$ cat src/rtl/block_move_sequencer.sv
// block_move_sequencer
//   Upstream control stage for the 8x8 block clearer. A move request first
//   starts the clearer at the old block position and waits for it to finish
//   (unless skip_clear is set). It then paints the block at the new position
//   with its own row-major draw counter. The clearer's pixel stream and the
//   internal draw stream share one registered pixel-write port to the VGA
//   adapter.
//
// Ports
//   clock, reset_n          : rising-edge clock, synchronous active-low reset
//   go, skip_clear          : move request (IDLE only) / no clear phase
//   old_x, old_y            : top-left of block to erase (sampled with go)
//   new_x, new_y, new_colour: top-left and colour of block to draw
//   clr_start               : one-cycle start pulse to clearer
//   clr_ref_x, clr_ref_y    : latched old position to clearer
//   clr_x/y/colour/we       : clearer pixel stream
//   clr_done                : clearer finished (level)
//   vga_x/y/colour/we       : registered pixel-write port
//   busy                    : high while a move is in progress
//   done                    : one-cycle pulse at end of a move
module block_move_sequencer #(
  parameter int unsigned SIZE = 8
) (
  input  logic       clock,
  input  logic       reset_n,
  input  logic       go,
  input  logic       skip_clear,
  input  logic [7:0] old_x,
  input  logic [6:0] old_y,
  input  logic [7:0] new_x,
  input  logic [6:0] new_y,
  input  logic [2:0] new_colour,
  output logic       clr_start,
  output logic [7:0] clr_ref_x,
  output logic [6:0] clr_ref_y,
  input  logic [7:0] clr_x,
  input  logic [6:0] clr_y,
  input  logic [2:0] clr_colour,
  input  logic       clr_we,
  input  logic       clr_done,
  output logic [7:0] vga_x,
  output logic [6:0] vga_y,
  output logic [2:0] vga_colour,
  output logic       vga_we,
  output logic       busy,
  output logic       done
);

  localparam logic [3:0] LAST = 4'(SIZE - 1);

  typedef enum logic [2:0] {
    IDLE,
    CLR_START,
    CLR_WAIT,
    DRAW,
    FIN
  } state_t;

  state_t     state_q, state_d;
  logic       wait_first_q, wait_first_d;
  logic [3:0] xi_q, xi_d;
  logic [3:0] yi_q, yi_d;
  logic [7:0] clr_ref_x_q, clr_ref_x_d;
  logic [6:0] clr_ref_y_q, clr_ref_y_d;
  logic [7:0] new_x_q, new_x_d;
  logic [6:0] new_y_q, new_y_d;
  logic [2:0] colour_q, colour_d;
  logic       clr_start_q, clr_start_d;
  logic [7:0] vga_x_q, vga_x_d;
  logic [6:0] vga_y_q, vga_y_d;
  logic [2:0] vga_colour_q, vga_colour_d;
  logic       vga_we_q, vga_we_d;
  logic       busy_q, busy_d;
  logic       done_q, done_d;

  // Next-state, counters and latched request.
  always_comb begin
    state_d      = state_q;
    wait_first_d = 1'b0;
    xi_d         = xi_q;
    yi_d         = yi_q;
    clr_ref_x_d  = clr_ref_x_q;
    clr_ref_y_d  = clr_ref_y_q;
    new_x_d      = new_x_q;
    new_y_d      = new_y_q;
    colour_d     = colour_q;

    unique case (state_q)
      IDLE: begin
        if (go) begin
          clr_ref_x_d = old_x;
          clr_ref_y_d = old_y;
          new_x_d     = new_x;
          new_y_d     = new_y;
          colour_d    = new_colour;
          xi_d        = '0;
          yi_d        = '0;
          state_d     = skip_clear ? DRAW : CLR_START;
        end
      end
      CLR_START: begin
        // Marks the first CLR_WAIT cycle, where clr_done is still stale.
        wait_first_d = 1'b1;
        state_d      = CLR_WAIT;
      end
      CLR_WAIT: begin
        if (!wait_first_q && clr_done) begin
          xi_d    = '0;
          yi_d    = '0;
          state_d = DRAW;
        end
      end
      DRAW: begin
        if (xi_q == LAST) begin
          xi_d = '0;
          if (yi_q == LAST) begin
            yi_d    = '0;
            state_d = FIN;
          end else begin
            yi_d = yi_q + 4'd1;
          end
        end else begin
          xi_d = xi_q + 4'd1;
        end
      end
      FIN: begin
        state_d = IDLE;
      end
      default: begin
        state_d = IDLE;
      end
    endcase
  end

  // Registered outputs: control pulses follow the next state, while the
  // pixel port follows the source selected by the current state, giving
  // the one-cycle lag of vga_* behind the state.
  always_comb begin
    clr_start_d  = (state_d == CLR_START);
    done_d       = (state_q == FIN);
    // Held through the done cycle so busy and done fall together.
    busy_d       = (state_d != IDLE) || done_d;

    vga_x_d      = '0;
    vga_y_d      = '0;
    vga_colour_d = '0;
    vga_we_d     = 1'b0;

    unique case (state_q)
      CLR_START, CLR_WAIT: begin
        vga_x_d      = clr_x;
        vga_y_d      = clr_y;
        vga_colour_d = clr_colour;
        vga_we_d     = clr_we;
      end
      DRAW: begin
        vga_x_d      = new_x_q + {4'b0000, xi_q};
        vga_y_d      = new_y_q + {3'b000, yi_q};
        vga_colour_d = colour_q;
        vga_we_d     = 1'b1;
      end
      default: begin
        vga_we_d = 1'b0;
      end
    endcase
  end

  always_ff @(posedge clock) begin
    if (!reset_n) begin
      state_q      <= IDLE;
      wait_first_q <= 1'b0;
      xi_q         <= '0;
      yi_q         <= '0;
      clr_ref_x_q  <= '0;
      clr_ref_y_q  <= '0;
      new_x_q      <= '0;
      new_y_q      <= '0;
      colour_q     <= '0;
      clr_start_q  <= 1'b0;
      vga_x_q      <= '0;
      vga_y_q      <= '0;
      vga_colour_q <= '0;
      vga_we_q     <= 1'b0;
      busy_q       <= 1'b0;
      done_q       <= 1'b0;
    end else begin
      state_q      <= state_d;
      wait_first_q <= wait_first_d;
      xi_q         <= xi_d;
      yi_q         <= yi_d;
      clr_ref_x_q  <= clr_ref_x_d;
      clr_ref_y_q  <= clr_ref_y_d;
      new_x_q      <= new_x_d;
      new_y_q      <= new_y_d;
      colour_q     <= colour_d;
      clr_start_q  <= clr_start_d;
      vga_x_q      <= vga_x_d;
      vga_y_q      <= vga_y_d;
      vga_colour_q <= vga_colour_d;
      vga_we_q     <= vga_we_d;
      busy_q       <= busy_d;
      done_q       <= done_d;
    end
  end

  assign clr_start  = clr_start_q;
  assign clr_ref_x  = clr_ref_x_q;
  assign clr_ref_y  = clr_ref_y_q;
  assign vga_x      = vga_x_q;
  assign vga_y      = vga_y_q;
  assign vga_colour = vga_colour_q;
  assign vga_we     = vga_we_q;
  assign busy       = busy_q;
  assign done       = done_q;

endmodule

$ cat config.mk
export PLATFORM = sky130hd
export DESIGN_NAME = block_move_sequencer
export DESIGN_NICKNAME = d
export VERILOG_FILES = /design/src/rtl/block_move_sequencer.sv
export SDC_FILE = /design/constraint.sdc
export NUM_CORES = 1
export LEC_CHECK = 0
export BUFFER_PORTS_ARGS = -buffer_cell sky130_fd_sc_hd__buf_4
export CAP_MARGIN = 5
export CORE_ASPECT_RATIO = 2
export CORE_MARGIN = 3
export CORE_UTILIZATION = 54
export DETAILED_ROUTE_END_ITERATION = 6
export GPL_ROUTABILITY_DRIVEN = 0
export HOLD_SLACK_MARGIN = 0.08
export PLACE_DENSITY = 0.85
export SLEW_MARGIN = 20
export SYNTH_ARGS = -nofsm -noshare
export SYNTH_HDL_FRONTEND = slang
export SYNTH_SLANG_ARGS = --single-unit
$ cat constraint.sdc
create_clock -name clock -period 4.7 [get_ports clock]
set_input_delay 0.47 -clock clock [delete_from_list [all_inputs] [get_ports clock]]
set_output_delay 0.47 -clock clock [all_outputs]
set_load 0.05 [all_outputs]
# [After elaboration in Yosys (flattened, before gate mapping)]
# Index checks and enable logic that the tools add are counted.
# W data, S select, Z words.
[totals] ff_bits=67 inputBits=57 wordCells=58
[classes] n_addsub=4 n_eq_ne=10 n_mux=18 reduce_logical=10
[ops] operator="$pmux W4 S3" count=2
[ops] operator="$mux W4" count=5
[ops] operator="$pmux W8 S2" count=1
[ops] operator="$pmux W7 S2" count=1
[ops] operator="$mux W3" count=4
[ops] operator="$pmux W3 S4" count=1
[ops] operator="$add A4 B1 Y4 const B" count=2
[ops] operator="$add A8 B4 Y8" count=1
[ops] operator="$eq A4 B3 Y1 const B" count=2
[ops] operator="$add A7 B4 Y7" count=1
[ops] operator="$eq A3 B1 Y1 const B" count=2
[ops] operator="$eq A3 B2 Y1 const B" count=2
[ops] operator="$ne A2 B2 Y1 const B" count=3
[ops] operator="$pmux W3 S2" count=1
[ops] operator="$reduce_bool A3 Y1" count=2
[ops] operator="$reduce_and A4 Y1" count=1
[ops] operator="$eq A3 B3 Y1 const B" count=1
[ops] operator="$logic_not A3 Y1" count=1
[ops] operator="$reduce_and A3 Y1" count=1
[ops] operator="$mux W2" count=1
[ops] operator="$pmux W1 S2" count=1
[ops] operator="$reduce_and A2 Y1" count=1
[ops] operator="$reduce_or A2 Y1" count=1
[ops] operator="$logic_and A1 B1 Y1" count=1
[ops] operator="3 further kinds" count=3

# [Depth between registers and ports, before layout]
# Gate-level depths: netlist (run 1).
[logic_depth] word_depth=6 depth_mapped=8

# [Least setup slack after synthesis (run 1)]
# Ideal clock, no wire load.
[synth_timing] kind="flip-flop to flip-flop" start="reg xi_q[0]" end="reg vga_x_q[6] (netlist: vga_x[6])" setup_time_ns=0.126 arrival_ns=1.535 required_ns=4.574 path_slack_ns=3.039 stages_incl_launch_ff=8 path_buffers=0 period_less_slack_ns=1.661 path_cell_list="dfxtp_1 ha_1 fa_1 a21o_1 a21oi_1 nor2_1 xnor2_1 o21ai_0"
[synth_between] elab_chain_len=2
[synth_rtl] item="from (decl)" line="61" source="logic [3:0] xi_q, xi_d;"
[synth_rtl] item="from (signal assigned)" line="189" source="xi_q <= xi_d;"
[synth_rtl] item="$add A8 B4 Y8" line="157" source="vga_x_d = new_x_q + {4'b0000, xi_q};"
[synth_rtl] item="$pmux W8 S2" line="149" source="unique case (state_q)"
[synth_rtl] item="to (signal assigned)" line="197" source="vga_x_q <= vga_x_d;"
[synth_rtl] item="to (decl)" line="69" source="logic [7:0] vga_x_q, vga_x_d;"
# Every way passes these cells.
# A chain may end at the register's enable or synchronous reset.

# [Final worst setup path (run 1)]
[layout_timing] start="reg state_q[1]" end="reg vga_y_q[5] (netlist: vga_y[5])"
[layout_between] elab_chain_len=3 elab_cells_between_ends=5 cone_classes="3 x eq/ne; 1 x mux; 1 x reduce/logical"
[layout_rtl] item="from (decl)" line="59" source="state_t state_q, state_d;"
[layout_rtl] item="from (signal assigned)" line="187" source="state_q <= state_d;"
[layout_rtl] item="$eq A3 B1 Y1 or $eq A3 B2 Y1 (tied branches)" line="149"
[layout_rtl] item="$reduce_or A2 Y1" line="149"
[layout_rtl] item="$pmux W7 S2 (*)" line="149"
[layout_rtl] item="to (signal assigned)" line="198" source="vga_y_q <= vga_y_d;"
[layout_rtl] item="to (decl)" line="70" source="logic [6:0] vga_y_q, vga_y_d;"
# Mark *: on every way between the ends. The rest lies on a longest branch, timed or not.

==> results of run 1 <==
## path summary, 6_finish.rpt
path	startpoint	endpoint	cells past startpoint
worst min-delay path	clr_we	vga_we$_SDFF_PN0_	3
worst max register to register	state_q[1]$_SDFF_PN0_	vga_y[5]$_SDFF_PN0_	5
worst min register to register	clr_ref_x[0]$_SDFFE_PN0P_	clr_ref_x[0]$_SDFFE_PN0P_	2
worst max-delay path	state_q[1]$_SDFF_PN0_	vga_y[5]$_SDFF_PN0_	5
## stage by stage
| stage | power [µW] | hold WS, ns | setup WS, ns |
|---|---|---|---|
| finish | 1430 | 0.317 | 2.67 |
| global route | 1490 | 0.307 | 2.53 |
| CTS | 1440 | 0.305 | 2.70 |
| detailed placement | 963 | 0.447 | 2.61 |
| global placement | 955 | 0.444 | 2.70 |
| floorplan | 863 | 0.437 | 3.04 |
## flip-flops by register name, summed over array words and instances, names as in the netlist
signal        count
vga_x             8
vga_colour        3
xi_q              4
yi_q              4
done              1
new_x_q           8
new_y_q           7
clr_ref_y         7
state_q           3
wait_first_q      1
colour_q          3
clr_start         1
vga_y             7
clr_ref_x         8
busy              1
vga_we            1
## metal layers
layer	up-vias	global-route usage, %
li1	1286	-
met1	1214	25.4
met2	63	40.9
met3	16	6.52
met4	0	11.6
met5	-	0
## power by group
group / leakage [µW] / total (µW) / switching, µW / internal, µW
Clock: 0.0000995 / 474 / 204 / 271
Sequential: 0.000548 / 641 / 30.6 / 611
Combinational: 0.00104 / 310 / 197 / 113
## cell families after synthesis
family                   Yosys count  share of synthesized area (%)
AO/OA/AOI/OAI                     82                           16.5
buffers and inverters             25                           4.74
XOR/XNOR                          16                           4.88
flip-flops                        67                           46.7
multiplexers                       1                          0.348
adder cells (fa/ha/maj)           12                           5.75
AND/OR/NAND/NOR                  126                           21.1
## placed cells by master, fill, tap and decap left out, drive strengths merged, types with 2 or more instances in the layout
cell	n
o21ai	19
nand3b	3
and2	2
nand2	85
nor3b	2
xnor2	10
a22o	6
a21o	2
nand3	4
dfxtp	67
nor2	17
nand2b	2
nor2b	3
xor2	6
inv	9
a21oi	45
buf	95
a22oi	3
and3	2
fa	2
ha	10
clkbuf	13
o2111ai	2
nor4b	2
## worst register-to-register path, delay by kind of cell (launching register included)
family | cells | cell delay, ns
AO/OA/AOI/OAI | 2 | 0.36
AND/OR/NAND/NOR | 3 | 0.97
flip-flops | 1 | 0.65
## final cells by class
cell class / instances / area (µm²) / area share (%)
inverters: 9 / 33.8 / 0.901
flip-flops and latches: 67 / 1340 / 35.8
multi-input cells: 237 / 1400 / 37.2
clock buffers: 13 / 159 / 4.24
well taps: 58 / 72.6 / 1.93
clock inverters: 2 / 35.0 / 0.934
repair buffers: 95 / 713 / 19.0
==> results.md, run 1 <==
* Status: completed
* Fin Setup TNS at 0 ns
* Metal-1 WL at 2690 µm
* Final setup vio count at 0
* Top cell family by delay on the critical path: simple AND/OR/NAND/NOR gates
* Worst-margin pin slew at 0.813 ns
* Grt ovf at 0
* Reg2reg setup slack at 2.67 ns
* Root Driver: clkbuf_8
* Initial Util at 55.9%
* DR iter-0 viols at 90
* CP max FO at 11
* Remaining DRCs at 0
* Crit-path max cell delay at 0.66 ns
* Gates resized, CTS repair at 0
* Site Rows at 37
* Sink Count at 67
* Count of cell types in the netlist at 42
* Antenna cell count at 0
* WL met2 at 3910 µm
* Worst slew margin at 45.6%
* Die width at 57.6 µm
* Critical path arrival at 2.31 ns
* Tightest Hold Check Type: input pin to flop
* Final Util at 73.0%
* # H-tree levels at 3
* Post-route insts no fill at 481
* Post-DP Area at 3560 µm²
* Final WL at 7070 µm
* Final hold viol count at 0
* CP endpoint kind: flop
* Cell with the most instances after synthesis: nand2_1
* Final instance area at 3750 µm²
* Antenna violations before repair at 0
* Number of flops mapped to enable cells by yosys at 0
* Placed cells at 466
* DP HPWL at 5060 µm
* Die Ht at 109 µm
* Largest net degree at the start of global routing at 41
* Static Leak at 0.00169 µW
* Port bufs at 93
* Global-route wire length before repair at 11200 µm
* Tmin final at 2.03 ns
* CP Data Required Time at 4.98 ns
* Max Clk Rate at 494 MHz
* Avg WL per Cell at 14.7 µm
* Synth top area share at 46.7%
* Gr usage total at 23.5%
* Post-Synthesis Cells at 329
* Flops & latches, synth at 67
* CP startpoint kind: flop
* Primary FF master, synth: dfxtp_1
* CTS Buf Count at 9
* Reported max-cap violation count at 0
* VDD IR max at 306 µV
* Leading post-synthesis cells by instance count: 85 x nand2_1, 67 x dfxtp_1, 43 x a21oi_1
* Setup CP Type: flop to flop
* YS warnings at 0
* Synthesized area at 2870 µm²
* Register area share after synthesis at 46.7%
* Average size of a mapped cell at 8.74 µm²
* Final Max Slew Viols at 0
* Drt first pass iters at 4
* Vias/cell at 5.36
* Tcrit/Tclk final at 43.1%
* Async set-or-reset flop fraction in the synthesized netlist at 0%
* Worst clock skew at 0.00775 ns
* Setup repair after global routing missed its margin: false
* # IOs at 94
* Layout cells sized above 1 at 27.7%
* CTS Hold Bufs at 0
* Die ar. at 6290 µm²
* Core ar. at 5140 µm²
* Reg clk slew, reported paths at 0.07 ns
* ANT nets after route at 0
* Mapped Nets at 398
* WP buf/inv at 0
* Post-CTS Setup Bufs at 0
* Maximum clock insertion buffer count at 2
* Fin nets at 488
* Crit path cell chain: nand3b_4, nor2_1, a32o_1, a31oi_1, nand3_1
* Pwr Density at 380 nW/µm²
* Vias post-DR at 2579
* CTS tree: done
* Met3 wire length at 265 µm
* Slowest stage cell, crit path: nor2_1
* Vias in the first global route at 2423
* Area grow syn2layout at 30.5%
* Largest cells by area after synthesis: dfxtp_1 47%, nand2_1 11%, a21oi_1 7.5%
* Top sig layer: met4
* Worst-Skew Late Latency at 0.34 ns
* Area leader, netlist: dfxtp_1
* Fill count at 413
Note: power is estimated with default switching activity, not from simulation.
==> inputs of run 2 (changes only) <==
--- a/config.mk
+++ b/config.mk
@@ -5,15 +5,16 @@
 export SDC_FILE = /design/constraint.sdc
 export NUM_CORES = 1
 export LEC_CHECK = 0
+export ABC_AREA = 1
 export BUFFER_PORTS_ARGS = -buffer_cell sky130_fd_sc_hd__buf_4
 export CAP_MARGIN = 5
 export CORE_ASPECT_RATIO = 2
 export CORE_MARGIN = 3
-export CORE_UTILIZATION = 54
+export CORE_UTILIZATION = 46
 export DETAILED_ROUTE_END_ITERATION = 6
 export GPL_ROUTABILITY_DRIVEN = 0
 export HOLD_SLACK_MARGIN = 0.08
-export PLACE_DENSITY = 0.85
+export PLACE_DENSITY = 0.77
 export SLEW_MARGIN = 20
 export SYNTH_ARGS = -nofsm -noshare
 export SYNTH_HDL_FRONTEND = slang
==> constraint.sdc (replaced) <==
create_clock -name clock -period 1.8 [get_ports clock]
set_input_delay 0.18 -clock clock [delete_from_list [all_inputs] [get_ports clock]]
set_output_delay 0.18 -clock clock [all_outputs]
set_load 0.05 [all_outputs]
==> run 2 against run 1 <==
Net effect:
- synthesized cell count increased by 19%
- clock power increased to 3.2 times the previous value
- area after synthesis grew 3.9%
- combinational power grew to 3.9 times the previous value
- power rose to 3.1 times the previous value
- wire length is 13% higher
- sequential power grew to 2.7 times the previous value
- critical path depth is 4 higher
- die area is 20% higher
- first-iteration DRC count up 51%
- critical path type unchanged
==> results.md, run 2 <==
* Status: completed
* Die ar. at 7550 µm² (+20%)
* CP startpoint kind: flop
* # IOs at 94 (unchanged)
* Crit-path max cell delay at 0.37 ns (-0.29 ns)
* Initial Util at 48.5% (-7.4 points)
* Antenna violations before repair at 0 (unchanged)
* Max Clk Rate at 603 MHz (+22%)
* Maximum clock insertion buffer count at 2 (unchanged)
* Worst-margin pin slew at 0.317 ns (-0.496 ns)
* Tightest Hold Check Type: input pin to flop
* Area grow syn2layout at 40.2%
* Tcrit/Tclk final at 92.1% (+49 points)
* Slowest stage cell, crit path: dfxtp_2
* CP endpoint kind: flop
* Place WS at 0.100 ns (-2.51 ns)
* CTS tree: done
* WP buf/inv at 2 (+2)
* Largest net degree at the start of global routing at 43 (+4.9%)
* Tmin final at 1.66 ns (-0.368 ns)
* Primary FF master, synth: dfxtp_1
* Fin Setup TNS at 0 ns (unchanged)
* Worst-Skew Late Latency at 0.32 ns (-0.02 ns)
* Fin nets at 570 (+17%)
* Final hold viol count at 0 (unchanged)
* Site Rows at 40 (+8.1%)
* # H-tree levels at 3 (unchanged)
* Drt first pass iters at 5 (+1)
* Register area share after synthesis at 44.9% (-1.7 points)
* Count of cell types in the netlist at 33 (-21%)
* Grt ovf at 0 (unchanged)
* Final WL at 7990 µm (+13%)
* Global Route met1 Usage at 23.3% (-2.1 points)
* Critical path arrival at 1.86 ns (-0.45 ns)
* Vias in the first global route at 2940 (+21%)
* Reg2reg setup slack at 0.14 ns (-2.53 ns)
* ANT nets after route at 0 (unchanged)
* Avg WL per Cell at 13.6 µm (-7.6%)
* Vias post-DR at 2982 (+16%)
* Die Ht at 120 µm (+9.9%)
* Vias/cell at 5.06 (-5.6%)
* Flops & latches, synth at 67 (unchanged)
* Mapped Nets at 460 (+16%)
* Top cell family by delay on the critical path: adder cells
* Final Util at 68.0% (-5.0 points)
* Layout cells sized above 1 at 27.9% (+0.26 points)
* Post-Synthesis Cells at 391 (+19%)
* Gr usage total at 22.0% (-1.5 points)
* Antenna cell count at 0 (unchanged)
* Async set-or-reset flop fraction in the synthesized netlist at 0% (unchanged)
* Die width at 63.0 µm (+9.3%)
* DR iter-0 viols at 136 (+51%)
* Core ar. at 6160 µm² (+20%)
* YS warnings at 0 (unchanged)
* Final worst setup slack at 0.142 ns (-2.53 ns)
* Worst clock skew at 0.00554 ns (-0.00221 ns)
* Commonest non-fill, non-tap cells in the layout: 99 x buf_4, 65 x dfxtp_1, 63 x nor2_1
* Average size of a mapped cell at 7.64 µm² (-13%)
* Reg clk slew, reported paths at 0.05 ns (-0.02 ns)
* Crit path cell chain: ha_2, inv_1, fa_1, inv_1, nand3_1, nand2_1, a21oi_1, o21ai_0, a21oi_1
* Fill count at 508 (+23%)
* Reported max-cap violation count at 0 (unchanged)
* GR Util met3 at 6.27% (-0.24 points)
* CTS Buf Count at 9 (unchanged)
* Tot Pwr at 4490 µW (+210%)
* Cell with the most instances after synthesis: dfxtp_1
* Final setup vio count at 0 (unchanged)
* DP HPWL at 5660 µm (+12%)
* Synth top area share at 44.9% (-1.7 points)
* Area leader, netlist: dfxtp_1
* Remaining DRCs at 0 (unchanged)
* CP max FO at 6 (-5)
* VDD IR max at 873 µV (+180%)
* Global-route wire length before repair at 13100 µm (+17%)
* Met2 GRT Util at 39.7% (-1.2 points)
* Root Driver: clkbuf_16
* Synthesized area at 2990 µm² (+3.9%)
* Sink Count at 67 (unchanged)
* Static Leak at 0.00199 µW (+18%)
* Largest cells by area after synthesis: dfxtp_1 45%, nor2_1 7.9%, nand2_1 7.4%
* Top Usage Layer GRT: met2
* Final Max Slew Viols at 0 (unchanged)
* Pwr Density at 1070 nW/µm² (+180%)
* Setup repair after global routing missed its margin: false
* Setup CP Type: flop to flop
* CP Data Required Time at 2.00 ns (-2.98 ns)
* Leading post-synthesis cells by instance count: 67 x dfxtp_1, 63 x nor2_1, 59 x nand2_1
* Commonest non-fill, non-tap cell in the layout: buf_4
* Number of flops mapped to enable cells by yosys at 0 (unchanged)
* Hold slack at 0.0883 ns (-0.229 ns)
* Port bufs at 93 (unchanged)
* Worst slew margin at 78.7% (+33 points)
## run 2: report_power, final
| part | internal, µW | switching (µW) |
|---|---|---|
| logic | 425 | 792 |
| registers | 1650 | 93.1 |
| clock network | 917 | 606 |
| total | 3000 | 1490 |
## run 2: cells by family (layout without fill, tap and decap cells)
kind of cell / count (synthesis) / after routing / synth area share (%)
buf+inv: 54 / 168 / 7.92
xor+xnor: 2 / 2 / 0.587
simple gates: 179 / 179 / 27.4
flops: 67 / 67 / 44.9
fa+ha+maj: 12 / 12 / 5.53
compound gates: 77 / 77 / 13.6
## run 2: routing by layer
metal  vias to the layer above  part of all wire, %
met5                         -                    0
met4                         0                  1.9
met3                        12                  5.8
met2                       109                   54
met1                      1357                   39
li1                       1504                    -
## run 2: area by class of cell
class                   instances  area (µm²)  area share (%)
multi-input cells             270        1410            33.7
clock buffers                  10         229            5.47
clock inverters                 5        31.3           0.748
inverters                      37         141            3.38
repair buffers                116         923            22.1
flip-flops and latches         67        1340            32.1
well taps                      84         105            2.51
## run 2: final timing paths
| check | depth (start not counted) | to | start |
|---|---|---|---|
| hold reg to reg | 2 | colour_q[1]$_SDFFE_PN0P_ | colour_q[1]$_SDFFE_PN0P_ |
| setup reg to reg | 9 | vga_y[4]$_SDFF_PN0_ | yi_q[0]$_SDFFE_PN0P_ |
| setup / recovery | 9 | vga_y[4]$_SDFF_PN0_ | yi_q[0]$_SDFFE_PN0P_ |
| hold / removal | 3 | clr_ref_x[6]$_SDFFE_PN0P_ | old_x[6] |
## run 2: worst register-to-register path: stages, from the launching register on
cell	delay (ns)
dfxtp_2	0.37
ha_2	0.21
inv_1	0.06
fa_1	0.35
inv_1	0.11
nand3_1	0.08
nand2_1	0.11
a21oi_1	0.07
o21ai_0	0.08
a21oi_1	0.09
## run 2: stage by stage
step / cell area (µm²) / cells
after floorplan: 2990 / 391
after global placement: 3760 / 558
after detailed placement: 3760 / 558
after CTS: 4180 / 589
after global routing: 4180 / 589
final: 4180 / 589
## run 2: timing repair
item | CTS | global route
hold buffers | 16 | 0
resized for setup | 0 | 3
setup buffers | 0 | 0
endpoints found under the hold margin | 16 | 0
setup endpoints to repair | 0 | 3
==> inputs of run 3 (changes only) <==
--- a/config.mk
+++ b/config.mk
@@ -10,11 +10,11 @@
 export CAP_MARGIN = 5
 export CORE_ASPECT_RATIO = 2
 export CORE_MARGIN = 3
-export CORE_UTILIZATION = 46
+export CORE_UTILIZATION = 51
 export DETAILED_ROUTE_END_ITERATION = 6
 export GPL_ROUTABILITY_DRIVEN = 0
 export HOLD_SLACK_MARGIN = 0.08
-export PLACE_DENSITY = 0.77
+export PLACE_DENSITY = 0.81
 export SLEW_MARGIN = 20
 export SYNTH_ARGS = -nofsm -noshare
 export SYNTH_HDL_FRONTEND = slang
==> constraint.sdc (replaced) <==
create_clock -name clock -period 1.86 [get_ports clock]
set_input_delay 0.186 -clock clock [delete_from_list [all_inputs] [get_ports clock]]
set_output_delay 0.186 -clock clock [all_outputs]
set_load 0.05 [all_outputs]
==> run 3 against run 2 <==
Net effect:
- worst setup slack better by 0.055 ns
- cell area about the same
- critical endpoint is now vga_y[6]$_SDFF_PN0_
- non-clock buffer count grew 11
- combinational power fell by 3%
- clock skew is 0.0023 ns higher
- critical path depth unchanged
- final cell count shrank 2.0%
- maximum frequency decreased by 0.29%
- first-iteration DRC count down 26%
- sequential power down 3%
- highest routed layer unchanged
==> results.md, run 3 (synthesized netlist as in run 2, its figures left out) <==
* Core ar. at 5560 µm² (-9.6%)
* Setup CP Type: flop to flop
* Grt ovf at 0 (unchanged)
* CTS tree: done
* DP HPWL at 5560 µm (-1.8%)
* Worst hold path depth at 3 (unchanged)
* Crit-path max cell delay at 0.37 ns (about the same)
* Sink Count at 67 (unchanged)
* # IOs at 94 (unchanged)
* Top cell family by delay on the critical path: adder cells
* Die width at 60.1 µm (-4.6%)
* Final WL at 8090 µm (+1.2%)
* Vias post-DR at 3032 (+1.7%)
* Final Util at 75.2% (+7.3 points)
* Final worst setup slack at 0.197 ns (+0.0551 ns)
* Fill count at 424 (-17%)
* Worst clock skew at 0.00788 ns (+0.00233 ns)
* VDD IR max at 1060 µV (+21%)
* Tmin final at 1.66 ns (+0.00487 ns)
* Global-route wire length before repair at 13100 µm (-0.53%)
* Post-CTS Setup Bufs at 0 (unchanged)
* WP depth at 9 (unchanged)
* WP buf/inv at 2 (unchanged)
* CTS Buf Count at 9 (unchanged)
* Commonest non-fill, non-tap cells in the layout: 99 x buf_4, 66 x dfxtp_1, 63 x nor2_1
* Fin nets at 581 (+1.9%)
* CP startpoint kind: flop
* Final hold viol count at 0 (unchanged)
* Antenna violations before repair at 0 (unchanged)
* Port bufs at 93 (unchanged)
* Tightest Hold Check Type: input pin to flop
* Reg2reg path depth at 9 (unchanged)
* Antenna cell count at 0 (unchanged)
* CP max FO at 6 (unchanged)
* Tot Pwr at 4060 µW (-9.6%)
* Layout cells sized above 1 at 26.7% (-1.2 points)
* Max Clk Rate at 601 MHz (-0.29%)
* Gr usage total at 25.6% (+3.5 points)
* Static Leak at 0.00200 µW (+0.35%)
* Drt first pass iters at 5 (unchanged)
* Place WS at 0.153 ns (+0.0532 ns)
* Post-route insts no fill at 577 (-2.0%)
* Root Driver: clkbuf_8
* Remaining DRCs at 0 (unchanged)
* Critical path arrival at 1.90 ns (+0.04 ns)
* Placed cells at 533 (-4.5%)
* Site Rows at 38 (-5.0%)
* Die Ht at 114 µm (-4.8%)
* Die ar. at 6860 µm² (-9.1%)
* Initial Util at 53.7% (+5.2 points)
* Reg clk slew, reported paths at 0.07 ns (+0.02 ns)
* DR iter-0 viols at 101 (-26%)
* Tcrit/Tclk final at 89.4% (-2.7 points)
* ANT nets after route at 0 (unchanged)
* Crit path cell chain: ha_1, inv_1, fa_1, inv_1, nand3_1, nand2_1, nand4_1, nand3_1, a21oi_1
* Commonest non-fill, non-tap cell in the layout: buf_4
* Maximum clock insertion buffer count at 2 (unchanged)
* Worst-Skew Late Latency at 0.34 ns (+0.02 ns)
* Status: completed
* Final Max Slew Viols at 0 (unchanged)
* Pwr Density at 969 nW/µm² (-9.6%)
* Vias/cell at 5.25 (+3.8%)
* Worst-margin pin slew at 0.672 ns (+0.356 ns)
* CP Data Required Time at 2.09 ns (+0.09 ns)
* Avg WL per Cell at 14.0 µm (+3.3%)
* Largest net degree at the start of global routing at 43 (unchanged)
* Fin Setup TNS at 0 ns (unchanged)
* Reported max-cap violation count at 0 (unchanged)
* Vias in the first global route at 2919 (-0.71%)
* Area grow syn2layout at 40.2% (about the same)
* Reg2reg setup slack at 0.20 ns (+0.06 ns)
* Worst slew margin at 55.1% (-24 points)
* CP endpoint kind: flop
* Setup repair after global routing missed its margin: false
* # H-tree levels at 3 (unchanged)
* Slowest stage cell, crit path: dfxtp_2
* Final setup vio count at 0 (unchanged)
## run 3: final timing paths
check	from	to
worst min-delay path	new_y[1]	new_y_q[1]$_SDFFE_PN0P_
worst max-delay path	yi_q[0]$_SDFFE_PN0P_	vga_y[6]$_SDFF_PN0_
worst min register to register	colour_q[0]$_SDFFE_PN0P_	colour_q[0]$_SDFFE_PN0P_
worst max register to register	yi_q[0]$_SDFFE_PN0P_	vga_y[6]$_SDFF_PN0_
## run 3: routing by layer
layer  routed length (µm)  global-route usage, %  part of all wire (%)
met1                 2990                   27.2                    37
met3                  534                   8.24                   6.6
met5                    0                      0                     0
met2                 4320                   43.3                    53
met4                  245                   13.2                   3.0
## run 3: worst min-delay path, stage by stage
cell,delay (ns)
buf_4,0.08
o21ai_1,0.05
a21oi_1,0.10
## run 3: metrics by stage
step	instance area, µm²	hold slack (ns)
2_1_floorplan	2990	0.317
3_3_place_gp	3710	0.403
3_5_place_dp	3710	0.409
4_1_cts	4180	0.0824
5_1_grt	4190	0.0866
6_report	4190	0.0993
## run 3: layout make-up
| type | count | area [µm²] | share of cell area (%) |
|---|---|---|---|
| clock buffer | 12 | 145 | 3.47 |
| clock inverter | 4 | 50.0 | 1.20 |
| inverter | 37 | 141 | 3.38 |
| multi-input combinational | 270 | 1410 | 33.6 |
| sequential | 67 | 1340 | 32.1 |
| tap | 60 | 75.1 | 1.79 |
| timing repair buffer | 127 | 1020 | 24.5 |
## run 3: what timing repair did
action,in CTS,in global routing
resized for setup,0,1
endpoints found under the setup margin,0,2
hold buffers,28,0
hold endpoints to repair,28,0
## run 3: power by group
group	internal, µW	switching [µW]	leakage (µW)	total, µW
Sequential	1600	93.8	0.000551	1690
Combinational	415	769	0.00136	1180
Clock	654	528	0.0000926	1180
Total	2670	1390	0.00200	4060
